File: src/rtl/seven_seg_pkg.sv
// Shared constants, payload type and helpers for the seven-segment display sequencer.
package seven_seg_pkg;

  localparam int unsigned DIGITS  = 4;
  localparam int unsigned NIBBLE_W = 4;
  localparam int unsigned SEG_W   = 7;
  localparam int unsigned DATA_W  = DIGITS * NIBBLE_W;

  localparam logic [DIGITS-1:0] ANODE_D0  = 4'b1110;
  localparam logic [DIGITS-1:0] ANODE_D1  = 4'b1101;
  localparam logic [DIGITS-1:0] ANODE_D2  = 4'b1011;
  localparam logic [DIGITS-1:0] ANODE_D3  = 4'b0111;
  localparam logic [DIGITS-1:0] ANODE_OFF = 4'hF;
  localparam logic [SEG_W-1:0]  SEG_OFF   = 7'h7F;

  // Active-low {g,f,e,d,c,b,a}; leftmost entry is nibble F.
  localparam logic [15:0][SEG_W-1:0] SEG_TABLE = {
    7'h0E, 7'h06, 7'h21, 7'h46, 7'h03, 7'h08, 7'h10, 7'h00,
    7'h78, 7'h02, 7'h12, 7'h19, 7'h30, 7'h24, 7'h79, 7'h40
  };

  typedef struct packed {
    logic [DATA_W-1:0] data;
    logic [DIGITS-1:0] dp;
    logic [DIGITS-1:0] blank;
  } disp_word_t;

  localparam disp_word_t DISP_RESET = '{data: 16'h0000, dp: 4'h0, blank: 4'hF};

  function automatic logic [DIGITS-1:0] anode_for(input logic [1:0] digit);
    case (digit)
      2'd0:    anode_for = ANODE_D0;
      2'd1:    anode_for = ANODE_D1;
      2'd2:    anode_for = ANODE_D2;
      default: anode_for = ANODE_D3;
    endcase
  endfunction

  // Leading-zero test: digit d>0 is dark when it and every digit above it is zero.
  function automatic logic lz_blank(input logic [DATA_W-1:0] data, input logic [1:0] digit);
    case (digit)
      2'd1:    lz_blank = (data[15:4] == 12'h000);
      2'd2:    lz_blank = (data[15:8] == 8'h00);
      2'd3:    lz_blank = (data[15:12] == 4'h0);
      default: lz_blank = 1'b0;
    endcase
  endfunction

endpackage

File: src/rtl/hex_to_seg.sv
// Combinational hex nibble to active-low seven-segment cathode pattern.
module hex_to_seg
  import seven_seg_pkg::*;
(
  input  logic [NIBBLE_W-1:0] nibble,
  output logic [SEG_W-1:0]    seg_c
);

  assign seg_c = SEG_TABLE[nibble];

endmodule

File: src/rtl/seven_seg_display_sequencer.sv
// Four-digit common-anode scan sequencer with dimming, leading-zero blanking and
// frame-boundary commit of new display words.
module seven_seg_display_sequencer
  import seven_seg_pkg::*;
#(
  parameter int unsigned BRIGHT_W    = 2,
  parameter bit          LZ_SUPPRESS = 1'b1
) (
  input  logic                div_clock,
  input  logic                reset,
  input  logic                load_valid,
  input  logic [DATA_W-1:0]   load_data,
  input  logic [DIGITS-1:0]   load_dp,
  input  logic [DIGITS-1:0]   load_blank,
  output logic                load_ready,
  input  logic [BRIGHT_W-1:0] brightness,
  output logic [DIGITS-1:0]   anode,
  output logic [SEG_W-1:0]    cathode,
  output logic                dp_n,
  output logic                frame_done
);

  localparam int unsigned          SUB_SLOTS = 2 ** BRIGHT_W;
  localparam logic [BRIGHT_W-1:0] SUB_LAST  = BRIGHT_W'(SUB_SLOTS - 1);

  logic [BRIGHT_W-1:0] sub_q, sub_n, bright_q, bright_n;
  logic [1:0]          digit_q, digit_n;
  disp_word_t          pending_q, active_q, active_n;

  logic                sub_wrap, boundary, boundary_n, accept, commit, blanked, lit;
  logic [DATA_W-1:0]   shifted_data;
  logic [NIBBLE_W-1:0] nibble;
  logic [SEG_W-1:0]    seg_c;
  logic [DIGITS-1:0]   anode_n;
  logic [SEG_W-1:0]    cathode_n;
  logic                dp_n_n;

  hex_to_seg u_hex_to_seg (
    .nibble (nibble),
    .seg_c  (seg_c)
  );

  // Next counter/commit state; outputs are decoded from the next state so the
  // registered pins line up with the (digit, sub) they belong to.
  always_comb begin
    sub_wrap     = (sub_q == SUB_LAST);
    boundary     = sub_wrap && (digit_q == 2'd3);
    sub_n        = sub_wrap ? '0 : sub_q + BRIGHT_W'(1);
    digit_n      = sub_wrap ? digit_q + 2'd1 : digit_q;
    bright_n     = (sub_n == '0) ? brightness : bright_q;
    boundary_n   = (sub_n == SUB_LAST) && (digit_n == 2'd3);
    accept       = load_valid && load_ready;
    commit       = boundary && !load_ready;
    active_n     = commit ? pending_q : active_q;
    shifted_data = active_n.data >> {digit_n, 2'b00};
    nibble       = shifted_data[NIBBLE_W-1:0];
    blanked      = active_n.blank[digit_n] || (LZ_SUPPRESS && lz_blank(active_n.data, digit_n));
    lit          = (sub_n <= bright_n) && !blanked;
    anode_n      = ANODE_OFF;
    cathode_n    = SEG_OFF;
    dp_n_n       = 1'b1;
    if (lit) begin
      anode_n   = anode_for(digit_n);
      cathode_n = seg_c;
      dp_n_n    = ~active_n.dp[digit_n];
    end
  end

  // load_ready doubles as the pending-empty flag.
  always_ff @(posedge div_clock or posedge reset) begin
    if (reset) begin
      sub_q      <= '0;
      digit_q    <= 2'd0;
      bright_q   <= '0;
      pending_q  <= DISP_RESET;
      active_q   <= DISP_RESET;
      load_ready <= 1'b1;
      anode      <= ANODE_OFF;
      cathode    <= SEG_OFF;
      dp_n       <= 1'b1;
      frame_done <= 1'b0;
    end else begin
      sub_q      <= sub_n;
      digit_q    <= digit_n;
      bright_q   <= bright_n;
      active_q   <= active_n;
      anode      <= anode_n;
      cathode    <= cathode_n;
      dp_n       <= dp_n_n;
      frame_done <= boundary_n;
      if (accept) begin
        pending_q  <= '{data: load_data, dp: load_dp, blank: load_blank};
        load_ready <= 1'b0;
      end else if (commit) begin
        load_ready <= 1'b1;
      end
    end
  end

endmodule

File: config.mk
export PLATFORM = sky130hd
export DESIGN_NAME = seven_seg_display_sequencer
export DESIGN_NICKNAME = d
export VERILOG_FILES = /design/src/rtl/seven_seg_pkg.sv /design/src/rtl/hex_to_seg.sv /design/src/rtl/seven_seg_display_sequencer.sv
export SDC_FILE = /design/constraint.sdc
export NUM_CORES = 1
export LEC_CHECK = 0
export ABC_AREA = 0
export CORE_ASPECT_RATIO = 1.1
export CORE_UTILIZATION = 35
export DETAILED_ROUTE_END_ITERATION = 7
export PLACE_DENSITY = 0.6
export SLEW_MARGIN = 20
export SYNTH_ARGS = -nofsm -noshare
export SYNTH_HDL_FRONTEND = slang
export SYNTH_HIERARCHICAL = 1
export SYNTH_SLANG_ARGS = --single-unit
File: constraint.sdc
create_clock -name div_clock -period 4.84 [get_ports div_clock]
set_clock_uncertainty 0.15 [all_clocks]
set_input_delay 0.968 -clock div_clock [delete_from_list [all_inputs] [get_ports div_clock]]
set_output_delay 0.968 -clock div_clock [all_outputs]
set_load 0.01 [all_outputs]
==> results by group <==
Run status
  • Outcome: completed

Clock tree
  • Clock sinks: ~70
  • Clock transition time at the flip-flop clock pins of the worst setup and hold paths: 0.07 ns
  • Number of H-tree branching levels: 3
  • Clock root buffer: sky130_fd_sc_hd__clkbuf_8
  • TritonCTS clock tree: done
  • Hold Buf Count CTS: 0
  • Bufs on Longest Clock Path: 2
  • Post-CTS Setup Repair Bufs: 0
  • Clock latency at the later pin of the worst-skew pair: approximately 0.34 ns
  • Post-CTS Resized: 0
  • Cts bufs inserted: 9

Logic synthesis
  • Ys flop type: sky130_fd_sc_hd__dfrtp_1
  • Dominant cells by area after synthesis: sky130_fd_sc_hd__dfrtp_1 (36%), sky130_fd_sc_hd__mux2_2 (17%), sky130_fd_sc_hd__dfstp_2 (17%), sky130_fd_sc_hd__ha_1 (4.6%), sky130_fd_sc_hd__mux4_2 (4.2%)
  • Number of synthesized flops with an enable pin: 0
  • Biggest area consumer among synthesized cells: sky130_fd_sc_hd__dfrtp_1
  • Flip-flop and latch count after synthesis: a little under 70
  • Post-synthesis cell count: about 230
  • Number of warnings reported in the yosys synthesis log: 6
  • Share of synthesized registers carrying an async set or reset: 100%
  • Cell with the most instances after synthesis: sky130_fd_sc_hd__mux2_2
  • Net count after synthesis: 270
  • Synth Area per Inst: 14.2 µm²
  • Post-synthesis instance area: 3250 µm²
  • Count of different cell masters after synthesis: 43
  • Portion of synthesized cell area occupied by the leading cell type: between 30% and 40%
  • Most instantiated cells after synthesis: sky130_fd_sc_hd__mux2_2 (50), sky130_fd_sc_hd__dfrtp_1 (47), sky130_fd_sc_hd__dfstp_2 (21)
  • Post-synthesis sequential area ratio: 53.2%

Die
  • Total Die Area: slightly below 10,000 µm²
  • Die span in y: 103 µm
  • Core Box Area: ~8900 µm²
  • Effective utilization at floorplan: a little over a third
  • Horizontal extent of the die: ~94 µm
  • Count of standard-cell rows: 36
  • I/O Pins: 43

Finish
  • Syn-to-layout area delta: 22.3%
  • Net total in the final layout: about 310
  • Count of placed standard cells in the final layout, fillers left out: 392
  • Antenna diode count: 0
  • Total of fill cells in the finished design: approximately 830
  • Proportion of layout cells with a drive suffix above 1: between 30% and 40%

Critical path
  • Peak per-stage delay on the critical path: approximately 0.55 ns
  • Critical path data required time: 4.96 ns
  • Arrival time at the worst endpoint: approximately 3.7 ns
  • Number of buffer and inverter instances along the worst setup path: 3
  • Setup CP Type: flip-flop to flip-flop
  • Nature of the critical path endpoint: flip-flop
  • Slowest cell on the critical path: sky130_fd_sc_hd__mux4_2
  • Crit path launch type: flip-flop
  • Critical path peak fanout: 30
  • Cell chain of the critical path: ha_1 > nand3b_1 > buf_4 > mux2_2 > mux4_2 > inv_1 > ha_1 > inv_1 > mux4_1 > a2111o_1
  • Crit-path leading delay family: multiplexers

Global route
  • Number of global-route vias before repair: between 1,500 and 2,000
  • Global router's overall resource usage: between 10% and 20%
  • Grt ovf: 0
  • Antenna violations before repair: 0
  • Largest net degree at the start of global routing: between 50 and 60
  • Global-route wire length before repair: roughly 10 mm

Power
  • Worst vdd rail ir drop: between 150 and 200 µV
  • Lkg Pwr: roughly 0.0017 µW
  • Power density over the cells: about 350 nW/µm²

Route
  • Remaining design rule violation count: 0
  • Via count: between 1,500 and 2,000
  • Final Routed Wirelength: 6.12 mm
  • Via/cell ratio: 5.08
  • Number of iterations in the first detailed-routing pass: 4
  • Number of violations reported at the end of detailed-routing iteration 0: 54
  • Average routed wire per standard cell: between 15 and 20 µm
  • Post-DRT Antenna Nets: 0

Timing
  • Maximum operating frequency: roughly 0.28 GHz
  • Count of final setup violators: 0
  • Final worst-path setup slack: 1.23 ns
  • Aggregate negative setup slack: 0 ns
  • Share of the clock period used by the worst path after layout: roughly 75%
  • RSZ-0062 raised after global routing: no
  • Slew Viols, Final: 0
  • Worst relative slew slack: between 30% and 40%
  • Transition time at the pin with the least slew margin: roughly 0.98 ns
  • Final count of hold timing violations: 0
  • Minimum clock period: approximately 3.6 ns

Min path
  • Worst min path class: flip-flop to flip-flop

Placement
  • Count of buffers inserted at the top-level ports: between 40 and 50
  • DPL Wire Length: 4.32 mm
  • Final weighted congestion in routability-driven placement: approximately 0.74
  • Inst Count DP: around 380
  • Placement-stage worst setup slack: between 1 and 1.5 ns

Run
  • Number of max-cap violations: 0
[state kept, by name, indices dropped and copies added, names as in the netlist]
register,count
digit_q,2
anode,4
load_ready,1
cathode,7
sub_q,2
pending_q,24
active_q,24
dp_n,1
frame_done,1
bright_q,2
[worst paths after layout]
check / from / end / slack (ns) / cells past startpoint
max: sub_q[0] / cathode[3] / 1.23 / 10
min: bright_q[1] / bright_q[1] / 0.35 / 2
max reg2reg: sub_q[0] / cathode[3] / 1.23 / 10
min reg2reg: bright_q[1] / bright_q[1] / 0.35 / 2
max in group asynchronous: reset / active_q[17] / 2.93 / 3
min in group asynchronous: reset / frame_done / 0.94 / 2
[area by class of cell]
| class | count | area (µm²) | share of cell area [%] |
|---|---|---|---|
| inverter | 12 | 47.5 | 1.20 |
| clock inverter | 2 | 35.0 | 0.882 |
| multi-input combinational | 138 | 1420 | 35.7 |
| sequential | 68 | 1730 | 43.5 |
| timing repair buffer | 44 | 435 | 11.0 |
| clock buffer | 14 | 163 | 4.10 |
| tap | 114 | 143 | 3.59 |
[layout by cell type (no fill, tap or decap), drive strengths merged, types with 2 or more instances in the layout]
cell type / netlist / routed
clkbuf: 4 / 14
nand3b: 2 / 2
a2111o: 9 / 9
buf: 7 / 2
dfrtp: 47 / 47
mux2: 50 / 50
ha: 12 / 12
o2111ai: 3 / 3
nor2: 9 / 9
nor4: 4 / 4
dfstp: 21 / 21
clkdlybuf4s50: 0 / 42
mux4: 7 / 7
o21ai: 4 / 4
nor2b: 2 / 2
nand2: 4 / 4
inv: 12 / 12
mux2i: 9 / 9
a22o: 3 / 3
[stage by stage]
step / util [%] / instance area (µm²) / power (µW) / hold WS [ns]
after floorplan: - / 3250 / 858 / 0.302
after global placement: 42.2 / 3760 / 943 / 0.328
after detailed placement: 42.2 / 3770 / 951 / 0.333
after CTS: 44.5 / 3970 / 1430 / 0.349
after global routing: 44.5 / 3970 / 1480 / 0.371
final: 44.5 / 3970 / 1410 / 0.346
[cell families (layout without fill, tap and decap cells)]
family / Yosys count / after routing / share of synthesized area [%]
adder cells (fa/ha/maj): 12 / 12 / 4.63
AO/OA/AOI/OAI: 32 / 32 / 9.06
buffers and inverters: 23 / 72 / 3.20
multiplexers: 66 / 66 / 25.2
flip-flops: 68 / 68 / 53.2
XOR/XNOR: 1 / 1 / 0.270
AND/OR/NAND/NOR: 27 / 27 / 4.39
[report_power, final]
group	internal, µW	switching [µW]	total [µW]
sequential	656	35.5	691
combinational	141	105	246
clock	266	204	470
[worst register-to-register path: stages, from the launching register on]
cell and delay (ns):
sky130_fd_sc_hd__dfrtp_1 0.39, sky130_fd_sc_hd__ha_1 0.38, sky130_fd_sc_hd__nand3b_1 0.16, sky130_fd_sc_hd__buf_4 0.37, sky130_fd_sc_hd__mux2_2 0.43, sky130_fd_sc_hd__mux4_2 0.55, sky130_fd_sc_hd__inv_1 0.16, sky130_fd_sc_hd__ha_1 0.16
sky130_fd_sc_hd__inv_1 0.04, sky130_fd_sc_hd__mux4_1 0.47, sky130_fd_sc_hd__a2111o_1 0.30
[layer usage]
layer  vias to the layer above  GRT usage (%)  share of wire [%]
li1                        948              -                  -
met5                         -              0                  0
met2                        33           23.1                 50
met4                         0           6.86                1.5
met1                      1001           18.3                 45
met3                         9           3.54                3.3
(Power assumes the default switching activity.)
==> RTL edit: new RTL, same flow settings <==
Set the package constant `NIBBLE_W` to 6 (it was 4).
--- a/src/rtl/seven_seg_pkg.sv
+++ b/src/rtl/seven_seg_pkg.sv
@@ -2,7 +2,7 @@
 package seven_seg_pkg;
 
   localparam int unsigned DIGITS  = 4;
-  localparam int unsigned NIBBLE_W = 4;
+  localparam int unsigned NIBBLE_W = 6;
   localparam int unsigned SEG_W   = 7;
   localparam int unsigned DATA_W  = DIGITS * NIBBLE_W;
 
Interface: changed (resized load_data); port bits go from 43 to 51. No check against the original RTL was run, so the function may have changed too.
==> RTL edit against the original RTL <==
Critical path depth increased by 2. Sequential share of layout area up 1.1 points. First-iteration DRC count down 1.9%. Setup slack worse by 98 ps. Synthesized area is 2.7% lower. Fmax decreased by 2.7%. Wire length decreased by 11%. Total power fell by 3.6%. Core utilization decreased by 0.65 points. Final area down 2.5%. Sequential cell count unchanged. Worst hold slack worse by 10 ps.
==> RTL edit: results <==
export IMPL_routedWlPerCell_microns=13.8
export IMPL_vias_per_cell=4.78
export IMPL_num_clock_buffers=15
export IMPL_max_stage_delay_ps=510
export IMPL_drt_pass1_iterations=4
export IMPL_drtIter0Drc=53
export IMPL_irDropWorstVdd_uv=149
export IMPL_tightest_slew_ps=809
export IMPL_syn_to_final_growth_pct=22.6
export IMPL_multi_input_comb_cells=139
export IMPL_grtUsageTotal_pct=13.2
export IMPL_wl_met3_microns=219
export IMPL_grt_pass1_wl_microns=9550
export IMPL_power_per_cell_area_mw_per_mm2=350
export IMPL_globalplace_congestion=0.760
export IMPL_fp_coreArea_sq_mm=0.00883
export IMPL_place_area_sq_mm=0.00368
export IMPL_leakage_power_nw=1.71
export IMPL_synthCells=232
export IMPL_met1_usage_pct=19.1
export IMPL_worstReg2RegEnd="cathode[0]"
export IMPL_clockNetworkAreaShare_pct=4.94
export IMPL_sequential_power_w=0.000687
export IMPL_drt_total_wl_microns=5440
export IMPL_dp_hpwl_microns=3810
export IMPL_n_fill_cell=847
export IMPL_number_of_global_route_vias_before_repair=1915
export IMPL_timing_critical_path_arrival_ps=3840
export IMPL_critical_path_slowest_cell="sky130_fd_sc_hd__ha_1"
export IMPL_global_route_usage_met2_pct=18.9
export IMPL_critical_path_max_fanout=29
export IMPL_pre_cts_ws_ps=1110
export IMPL_grt_met3_usage_pct=2.55
export IMPL_dp_cells=379
export IMPL_reg2reg_depth=12
export IMPL_syn_nets=281
export IMPL_run_status="complete, no violations"
export IMPL_sw_frac_of_total_pct=24.2
export IMPL_multi_input_area_sq_mm=0.00132
export IMPL_grt_start_max_net_pins=50
export IMPL_r2r_start="sub_q[0]"
export IMPL_final_net_count=325
RTL edit: cell types whose count changed in the layout (fill, tap and decap cells not counted), moves of 3 or more:
cell,change
sky130_fd_sc_hd__mux2_1,+21
sky130_fd_sc_hd__or2_1,+10
sky130_fd_sc_hd__a21oi_1,+3
sky130_fd_sc_hd__mux4_2,-3
sky130_fd_sc_hd__nand2b_1,+3
sky130_fd_sc_hd__o2111ai_1,-3
sky130_fd_sc_hd__mux2_2,-25
sky130_fd_sc_hd__mux2_4,+3
sky130_fd_sc_hd__mux2i_1,+3
sky130_fd_sc_hd__a2111o_1,-9
RTL edit: how the worst max path moves through the flow:
stage                         from    endpoint  slack [ps]  cells past startpoint
after floorplan           sub_q[0]  cathode[3]        1510                     11
after global placement    sub_q[0]  cathode[0]        1170                     12
after detailed placement  sub_q[0]  cathode[0]        1110                     12
after CTS                 sub_q[0]  cathode[0]        1080                     12
after global routing      sub_q[0]  cathode[0]         760                     12
final                     sub_q[0]  cathode[0]        1130                     12
